===== src/rtl/serial_comparator_32bit.sv =====
// Multi-cycle magnitude comparator: scans operands one DIGIT-bit digit per
// cycle, most-significant digit first, stopping at the first unequal digit.
// Supports signed (two's-complement) and unsigned compares with a
// start/done handshake and registered gt/lt/eq flags.
module serial_comparator_32bit #(
  parameter int WIDTH = 32,
  parameter int DIGIT = 4
) (
  input  logic             clk,
  input  logic             rst_n,
  input  logic             start,
  input  logic [WIDTH-1:0] a,
  input  logic [WIDTH-1:0] b,
  input  logic             is_signed,
  output logic             busy,
  output logic             done,
  output logic             gt,
  output logic             lt,
  output logic             eq
);

  localparam int NDIG = WIDTH / DIGIT;
  localparam int IW   = (NDIG > 1) ? $clog2(NDIG) : 1;
  localparam logic [IW-1:0] LAST_IDX = IW'(NDIG - 1);

  typedef enum logic [1:0] {IDLE, SCAN, DONE} state_t;

  state_t           state_reg, state_next;
  logic [WIDTH-1:0] a_reg, a_next;
  logic [WIDTH-1:0] b_reg, b_next;
  logic             signed_reg, signed_next;
  logic [IW-1:0]    idx_reg, idx_next;
  logic             gt_reg, gt_next;
  logic             lt_reg, lt_next;
  logic             eq_reg, eq_next;

  logic [DIGIT-1:0] a_dig, b_dig;
  logic             first_dig;
  logic             sign_split;

  // Current digit of each latched operand and the signed early-out condition
  assign a_dig      = a_reg[idx_reg*DIGIT +: DIGIT];
  assign b_dig      = b_reg[idx_reg*DIGIT +: DIGIT];
  assign first_dig  = (idx_reg == LAST_IDX);
  assign sign_split = signed_reg && first_dig && (a_reg[WIDTH-1] != b_reg[WIDTH-1]);

  // State and datapath registers, cleared asynchronously
  always_ff @(posedge clk or negedge rst_n) begin
    if (!rst_n) begin
      state_reg  <= IDLE;
      a_reg      <= '0;
      b_reg      <= '0;
      signed_reg <= 1'b0;
      idx_reg    <= LAST_IDX;
      gt_reg     <= 1'b0;
      lt_reg     <= 1'b0;
      eq_reg     <= 1'b0;
    end else begin
      state_reg  <= state_next;
      a_reg      <= a_next;
      b_reg      <= b_next;
      signed_reg <= signed_next;
      idx_reg    <= idx_next;
      gt_reg     <= gt_next;
      lt_reg     <= lt_next;
      eq_reg     <= eq_next;
    end
  end

  // Next-state logic: latch on start, scan digits, decide, pulse done
  always_comb begin
    state_next  = state_reg;
    a_next      = a_reg;
    b_next      = b_reg;
    signed_next = signed_reg;
    idx_next    = idx_reg;
    gt_next     = gt_reg;
    lt_next     = lt_reg;
    eq_next     = eq_reg;

    unique case (state_reg)
      IDLE: begin
        if (start) begin
          a_next      = a;
          b_next      = b;
          signed_next = is_signed;
          idx_next    = LAST_IDX;
          state_next  = SCAN;
        end
      end
      SCAN: begin
        if (sign_split) begin
          // Negative operand is the smaller one regardless of magnitude bits
          lt_next    = a_reg[WIDTH-1];
          gt_next    = ~a_reg[WIDTH-1];
          eq_next    = 1'b0;
          state_next = DONE;
        end else if (a_dig != b_dig) begin
          gt_next    = (a_dig > b_dig);
          lt_next    = (a_dig < b_dig);
          eq_next    = 1'b0;
          state_next = DONE;
        end else if (idx_reg == '0) begin
          gt_next    = 1'b0;
          lt_next    = 1'b0;
          eq_next    = 1'b1;
          state_next = DONE;
        end else begin
          idx_next = idx_reg - IW'(1);
        end
      end
      DONE: begin
        state_next = IDLE;
      end
      default: begin
        state_next = IDLE;
      end
    endcase
  end

  assign busy = (state_reg != IDLE);
  assign done = (state_reg == DONE);
  assign gt   = gt_reg;
  assign lt   = lt_reg;
  assign eq   = eq_reg;

endmodule


===== config.mk =====
export PLATFORM = sky130hd
export DESIGN_NAME = serial_comparator_32bit
export DESIGN_NICKNAME = d
export VERILOG_FILES = /design/src/rtl/serial_comparator_32bit.sv
export SDC_FILE = /design/constraint.sdc
export NUM_CORES = 1
export LEC_CHECK = 0
export ABC_CLOCK_PERIOD_IN_PS = 3600
export CORE_ASPECT_RATIO = 1.25
export CORE_MARGIN = 3
export CORE_UTILIZATION = 31
export CTS_BUF_LIST = sky130_fd_sc_hd__clkbuf_4
export DETAILED_ROUTE_END_ITERATION = 7
export PLACE_DENSITY = 0.6
export SYNTH_ARGS = -nofsm -noshare
export SYNTH_HDL_FRONTEND = slang
export SYNTH_SLANG_ARGS = --single-unit

===== constraint.sdc =====
create_clock -name clk -period 3.6 [get_ports clk]
set_input_delay 0.54 -clock clk [delete_from_list [all_inputs] [get_ports clk]]
set_output_delay 0.54 -clock clk [all_outputs]
set_load 0.01 [all_outputs]

# ---- Word-level counts from Yosys, hierarchy flattened
# Index checks and enable logic that the tools add are counted.
dict set report totals {
  regBits 73
  output_inout_bits 5
  input_bits 68
  elab_cells 53
}
dict set report op_classes {
  n_mux 18
  eq_ne 10
  n_shift 2
  reduce_logical 11
  add_sub_neg 1
  order_cmp 2
  n_bitwise 1
}
# op n
set ops {}
lappend ops {{$shiftx A32 B6 Y4} 2}
lappend ops {{$mux W3} 4}
lappend ops {{$mux W1} 8}
lappend ops {{$mux W2} 4}
lappend ops {{$ne A2 B2 Y1 const B} 4}
lappend ops {{$pmux W3 S2} 1}
lappend ops {{$reduce_and A2 Y1} 3}
lappend ops {{$reduce_and A5 Y1} 1}
lappend ops {{$gt A4 B4 Y1} 1}
lappend ops {{$lt A4 B4 Y1} 1}
lappend ops {{$ne A4 B4 Y1} 1}
lappend ops {{$ne A4 B4 Y1 const B} 1}
lappend ops {{$pmux W2 S2} 1}
lappend ops {{$reduce_bool A2 Y1} 2}
lappend ops {{$eq A3 B3 Y1 const B} 1}
lappend ops {{$logic_not A3 Y1} 1}
lappend ops {{$reduce_bool A3 Y1} 1}
lappend ops {{$sub A3 B1 Y3 const B} 1}
lappend ops {{$eq A2 B1 Y1 const B} 1}
lappend ops {{$eq A2 B2 Y1 const B} 1}
lappend ops {{$logic_and A1 B1 Y1} 2}
lappend ops {{$logic_not A2 Y1} 1}
lappend ops {{$ne A1 B1 Y1} 1}
lappend ops {{$not A1 Y1} 1}

# ---- Logic depth before layout (Yosys ltp)
# Gate-level depths: netlist of the first run.
dict set report depth {
  ltp_word 5
  mapped_depth 9
  ltp_nobuf 7
}

# ---- Worst setup path after synthesis of the first run
# Ideal clock, no wire load.
dict set report synth_timing {
  kind {register to register}
  start {register idx_reg[0]}
  end {register lt_reg (netlist: lt)}
  synth_period_minus_slack_ns 2.732
  path_buffers 1
  path_stages_with_launch 8
  t_required_ns 3.490
  setup_slack_ns 0.868
  setup_time_ns 0.110
  t_arrival_ns 2.622
  path_cell_list {dfstp_2 -> buf_6 -> mux4_2 -> mux2_2 -> ha_1 -> and4_1 -> o41a_1 -> o41ai_1}
}
dict set report synth_via {
  elab_chain_cells 5
  elab_cells_between_ends 12
  classes_between {1 x order compare; 2 x eq/ne; 2 x shift; 2 x mux; 5 x reduce/logical}
}
# item line
set synth_lines {}
lappend synth_lines {{start, declared} 32} ;# logic [IW-1:0] idx_reg, idx_next;
lappend synth_lines {{start signal, assigned} 63} ;# idx_reg <= idx_next;
lappend synth_lines {{parallel branches: the longest is 5 deep, another holds $lt A4 B4 Y1} n/a}
lappend synth_lines {{end signal, assigned} 65} ;# lt_reg <= lt_next;
lappend synth_lines {{end, declared} 34} ;# logic lt_reg, lt_next;
# Several ways; the timed one is not identified.
# A chain may end at the register's enable or synchronous reset.

# ---- Worst setup path after layout of the first run
# Ends and elaborated chain as after synthesis.

==> flow_metrics.py, run 1 <==
metrics = {
    "synthesis": {
        "synth_top_family_by_area": "multiplexers",
        "synth_compound_area_share_pct": 4.17,
        "synth_xor_area_share_pct": 0.467,
        "avgSynthCellArea_um2": 15.4,
        "synth_seq_cells": 73,
        "synthesis.instances": 226,
        "synth.cell_area_mm2": 0.00348,
        "async_reset_ff_share_pct": 100,
        "synth_flop_cell": "dfrtp_1",
        "synth_top_area_share_pct": 50.3,
        "yosysMostFrequentCell": "dfrtp_1",
        "ys_types": 36,
        "synthMuxAreaShare_pct": 33.8,
        "synthTopCellsByArea": "dfrtp_1 (50%), mux2_2 (22%), mux4_2 (10%)",
        "yosys.area_share.simple_pct": 3.81,
        "syn-num-nets": 301,
        "yosys_warnings": 0,
        "ys_seq_area_share_pct": 52.6,
        "synthAdderAreaFrac_pct": 2.52,
        "synth_edf_count": 0,
        "netlist.top_cell.by_area": "dfrtp_1",
        "synthTopCellsByCount": "dfrtp_1 (70), mux2_2 (69), mux4_2 (16), buf_2 (8), ha_1 (7)",
    },
    "global_routing": {
        "grt_pass1_wl_um": 11700,
        "grt_antenna_before_repair": 1,
        "grt_use_total_pct": 12.3,
        "grt_max_degree": 74,
        "grt_overflow": 0,
        "grt_pass1_vias": 2234,
    },
    "cells_and_area": {
        "nets": 374,
        "fin_util_pct": 41.2,
        "syn_to_final_growth_pct": 27.3,
        "drive_above_1_share_pct": 36.2,
    },
    "detailed_routing": {
        "num_vias": 2135,
        "ant_nets": 0,
        "routed_wl_um": 7250,
        "dr.pass1.iters": 4,
        "wl_per_cell_um": 16.6,
        "drtIter0Drc": 84,
        "drc": 0,
        "viasPerCell": 4.89,
    },
    "floorplanning": {
        "die_y_um": 124,
        "die_x_um": 101,
        "coreArea_mm2": 0.0108,
        "die_area_mm2": 0.0125,
        "start_util_pct": 32.3,
        "rows": 42,
        "ios": 73,
    },
    "sta": {
        "fin_crit_sh_pct": 84.1,
        "fmax_ghz": 0.330,
        "fin_crit_ns": 3.03,
        "setup_viol": 0,
        "maxSlewHeadroom_pct": 38.6,
        "setup_tns_ns": 0,
        "clock-skew-final_ns": 0.0142,
        "report.final.slew_viol_count": 0,
        "hold_viol": 0,
        "worstMarginPinSlew_ns": 0.921,
        "rsz0062_at_grt": "no",
    },
    "worst_setup_path": {
        "critPathCaptureType": "flop",
        "cp_slowest_stage_delay_ns": 0.65,
        "cp_slowest_cell": "dfstp_2",
        "crit_arrival_ns": 3.34,
        "startpoint_type": "flop",
        "cp_data_required_time_ns": 3.91,
        "worstPathMaxFanout": 16,
        "crit_chain": "buf_12 > mux4_2 > mux2_2 > ha_1 > and4_1 > o41a_1 > o41ai_1",
        "crit_type": "reg2reg",
    },
    "pwr": {
        "combPwrFrac_pct": 46.1,
        "switching_power_mw": 1.20,
        "p_per_area_mw_per_mm2": 813,
        "clock_power_share_pct": 11.9,
        "internal-power_mw": 2.40,
        "peakVddDrop_v": 0.000367,
        "power.total_mw": 3.60,
        "swShare_pct": 33.3,
        "seq_power_share_pct": 42.0,
        "p_leak_nw": 1.81,
    },
    "clocking": {
        "cts.reportedPaths.clkPinSlew_ns": 0.12,
        "cts.sink_count": 73,
        "cts-htree-levels": 3,
        "clock-root-buffer": "clkbuf_4",
        "cts_resized": 0,
        "postCtsSetupBuffers": 0,
        "cts-hold-fix-buffers": 0,
        "cts_buffer_depth": 2,
        "cts_buffers": 9,
        "cts_tree": "done",
        "worst_skew_pair.late_latency_ns": 0.42,
    },
    "place": {
        "portBuffers": 72,
        "gp_congestion": 0.769,
        "dp_hpwl_um": 5250,
    },
    "status": {
        "outcome": "finished, final reports clean",
    },
    "job": {
        "maxCapViolCount": 0,
    },
    "min_path": {
        "worstHoldPathType": "in2async",
    },
}
[routing by layer]
layer	GRT usage [%]	routed length [um]
met5	0	0
met4	6.19	126
met3	2.91	325
met2	19.0	3640
met1	15.9	3170
[area by class of cell]
type                       count  area [um2]
clock inverter                 5        25.0
inverter                       3        11.3
fill                         994        6340
multi-input combinational    138        1560
antenna                        1        2.50
timing repair buffer          74         758
clock buffer                  11        82.6
tap                          132         165
sequential                    73        1830
[layout by cell type, fill, tap and decap left out, types with 3 or more instances in the layout]
cell type and instances:
clkbuf_4 11, mux2_2 69, clkdlybuf4s50_1 71, dfstp_2 3, a21oi_1 4, dfrtp_1 70, mux4_2 16, ha_1 7
nor2_1 4, mux2i_1 4, inv_1 3, nor3_1 5, nor2b_1 3
[critical path, delay by kind of cell, from the launching register on]
family                   cells  cell delay, ns
flip-flops                   1            0.65
buffers and inverters        1            0.20
AO/OA/AOI/OAI                2            0.72
AND/OR/NAND/NOR              1            0.23
adder cells (fa/ha/maj)      1            0.32
multiplexers                 2            0.79
[through the flow]
stage / setup slack, ns / hold slack, ns / cells / instance area (um2)
after floorplan: 0.868 / 0.244 / 226 / 3480
after global placement: 0.637 / 0.487 / 420 / 4320
after detailed placement: 0.568 / 0.492 / 420 / 4320
after CTS: 0.531 / 0.251 / 436 / 4430
after global routing: 0.314 / 0.283 / 437 / 4430
final: 0.572 / 0.238 / 437 / 4430
[cell families (layout without fill, tap and decap cells)]
group	count (synthesis)	count (layout)
flops	73	73
xor+xnor	1	1
compound gates	18	18
fa+ha+maj	7	7
mux	89	89
buf+inv	15	93
other cells	0	1
simple gates	23	23
[power groups by stage]
stage	Sequential [mW]	Clock, mW	Combinational, mW
floorplan	1.40	0	1.38
global placement	1.55	0	1.64
detailed placement	1.54	0	1.68
CTS	1.52	0.446	1.69
global route	1.58	0.477	1.83
finish	1.51	0.427	1.66
[worst paths after layout]
check | startpoint | endpoint | slack (ns) | depth (start not counted)
setup / recovery | idx_reg[0] | lt | 0.57 | 7
hold / removal | rst_n | a_reg[5] | 0.24 | 1
setup reg to reg | idx_reg[0] | lt | 0.57 | 7
hold reg to reg | b_reg[2] | b_reg[2] | 0.52 | 1
max in group asynchronous | rst_n | b_reg[24] | 2.76 | 1
min in group clk | b_reg[2] | b_reg[2] | 0.52 | 1
Note: power is estimated with default switching activity, not from simulation.
==> inputs of run 2 (changes only) <==
--- a/config.mk
+++ b/config.mk
@@ -5,7 +5,7 @@
 export SDC_FILE = /design/constraint.sdc
 export NUM_CORES = 1
 export LEC_CHECK = 0
-export ABC_CLOCK_PERIOD_IN_PS = 3600
+export ABC_CLOCK_PERIOD_IN_PS = 3000
 export CORE_ASPECT_RATIO = 1.25
 export CORE_MARGIN = 3
 export CORE_UTILIZATION = 31
==> constraint.sdc (replaced) <==
create_clock -name clk -period 3 [get_ports clk]
set_input_delay 0.45 -clock clk [delete_from_list [all_inputs] [get_ports clk]]
set_output_delay 0.45 -clock clk [all_outputs]
set_load 0.01 [all_outputs]
==> flow_metrics.py, run 2 (synthesis gave the netlist of run 1 again) <==
metrics = {
    "global_routing": {
        "grt_pass1_vias": 2370,
        "grt_max_degree": 74,
        "grt_pass1_wl_um": 12300,
        "grt_overflow": 0,
        "grt_use_total_pct": 12.8,
        "grt_antenna_before_repair": 1,
    },
    "place": {
        "gp_congestion": 0.715,
        "dp_hpwl_um": 5450,
        "place_ws_ns": 0.107,
        "placed_area_mm2": 0.00436,
        "portBuffers": 72,
    },
    "clocking": {
        "cts_buffer_depth": 2,
        "postCtsSetupBuffers": 0,
        "cts_buffers": 9,
        "cts-htree-levels": 3,
        "cts_tree": "done",
        "cts.reportedPaths.clkPinSlew_ns": 0.12,
        "cts.sink_count": 73,
        "worst_skew_pair.late_latency_ns": 0.43,
        "clock-root-buffer": "clkbuf_4",
    },
    "sta": {
        "worst_slack_ns": 0.129,
        "clock-skew-final_ns": 0.00964,
        "whs_ns": 0.141,
        "fin_crit_sh_pct": 95.7,
        "report.final.slew_viol_count": 0,
        "worstMarginPinSlew_ns": 0.914,
        "fmax_ghz": 0.348,
        "maxSlewHeadroom_pct": 39.1,
        "rsz0062_at_grt": "no",
        "setup_tns_ns": 0,
        "setup_viol": 0,
        "fin_crit_ns": 2.87,
        "hold_viol": 0,
    },
    "detailed_routing": {
        "drc": 0,
        "wl_met3_um": 287,
        "route.met2.wl_um": 3800,
        "ant_nets": 0,
        "routed_wl_um": 7420,
        "drt-met1-wl_um": 3180,
        "drtIter0Drc": 88,
        "wl_per_cell_um": 16.9,
        "dr.pass1.iters": 4,
        "num_vias": 2155,
        "viasPerCell": 4.91,
        "highest_layer": "met4",
    },
    "floorplanning": {
        "start_util_pct": 32.3,
        "die_y_um": 124,
        "die_x_um": 101,
        "rows": 42,
        "ios": 73,
        "die_area_mm2": 0.0125,
        "coreArea_mm2": 0.0108,
    },
    "pwr": {
        "peakVddDrop_v": 0.000387,
        "p_leak_nw": 1.87,
        "p_per_area_mw_per_mm2": 1020,
    },
    "worst_setup_path": {
        "r2r-start": "idx_reg[0]",
        "rr_worst_depth": 7,
        "cp_top_family": "multiplexers",
        "critPathCaptureType": "flop",
        "cp_slowest_stage_delay_ns": 0.60,
        "cp_data_required_time_ns": 3.33,
        "cp_slowest_cell": "dfstp_2",
        "startpoint_type": "flop",
        "crit_type": "reg2reg",
        "worstPathMaxFanout": 10,
        "r2r_slack_ns": 0.13,
        "crit_buf_inv": 1,
        "crit_chain": "buf_12 > mux4_2 > mux2_2 > ha_1 > and4_1 > o41a_1 > o41ai_2",
        "r2r-end": "lt",
        "crit_arrival_ns": 3.20,
    },
    "cells_and_area": {
        "multi_input_area_mm2": 0.00157,
        "syn_to_final_growth_pct": 30.8,
        "layout_common_cells": "clkdlybuf4s50_1 (71), dfrtp_1 (70), mux2_2 (69)",
        "drive_above_1_share_pct": 37.6,
        "ff_latch_area_mm2": 0.00183,
        "nFillCells": 983,
        "nets": 376,
        "final_area_mm2": 0.00456,
        "layout_commonest_cell": "clkdlybuf4s50_1",
    },
    "min_path": {
        "worstHoldPathType": "in2async",
    },
    "job": {
        "maxCapViolCount": 0,
    },
    "status": {
        "outcome": "finished, final reports clean",
    },
}
-- run 2: changes by cell type in the layout (fill, tap and decap cells not counted), sizes merged --
cell,delta
clkbuf,-2
clkinvlp,-1
buf,+2
bufinv,+3
-- run 2: repair_timing --
action,in CTS,in global routing
endpoints found under the setup margin,0,5
resized for setup,0,2
hold buffers,0,0
-- run 2: where the power goes --
| group | switching (mW) | internal [mW] | total (mW) |
|---|---|---|---|
| clock | 0.345 | 0.415 | 0.760 |
| combinational | 0.833 | 1.26 | 2.10 |
| sequential | 0.314 | 1.48 | 1.79 |
-- run 2: area by class of cell --
class / instances / area share (%)
flip-flops and latches: 73 / 40.2
multi-input cells: 138 / 34.5
repair buffers: 76 / 17.5
well taps: 132 / 3.63
clock inverters: 7 / 2.39
clock buffers: 9 / 1.48
inverters: 3 / 0.247
diodes: 1 / 0.0549
-- run 2: worst max-delay path by stage --
stage	start	endpoint	slack, ns	cells past startpoint
after global placement	idx_reg[0]	lt	0.16	7
after floorplan	idx_reg[0]	lt	0.27	7
after detailed placement	idx_reg[0]	gt	0.11	8
after global routing	idx_reg[0]	lt	0.03	7
after CTS	idx_reg[0]	idx_reg[2]	0.07	8
final	idx_reg[0]	lt	0.13	7
-- run 2: worst reg2reg max path: cells and delay by family, from the launching register on --
family / cells / cell delay, ns
buffers and inverters: 1 / 0.15
multiplexers: 2 / 0.77
AND/OR/NAND/NOR: 1 / 0.24
AO/OA/AOI/OAI: 2 / 0.69
flip-flops: 1 / 0.60
adder cells (fa/ha/maj): 1 / 0.32
-- run 2: per-layer routing --
metal	global-route usage [%]	up-vias
met3	2.69	12
met5	0	-
li1	-	1006
met4	5.95	0
met1	16.3	1089
met2	20.7	48
-- run 2: metrics by stage --
step | total power, mW | util (%) | instances
after CTS | 4.69 | 42.1 | 438
final | 4.65 | 42.3 | 439
after detailed placement | 3.92 | 40.5 | 422
after floorplan | 3.33 | - | 226
after global routing | 4.99 | 42.3 | 439
after global placement | 3.85 | 40.5 | 422
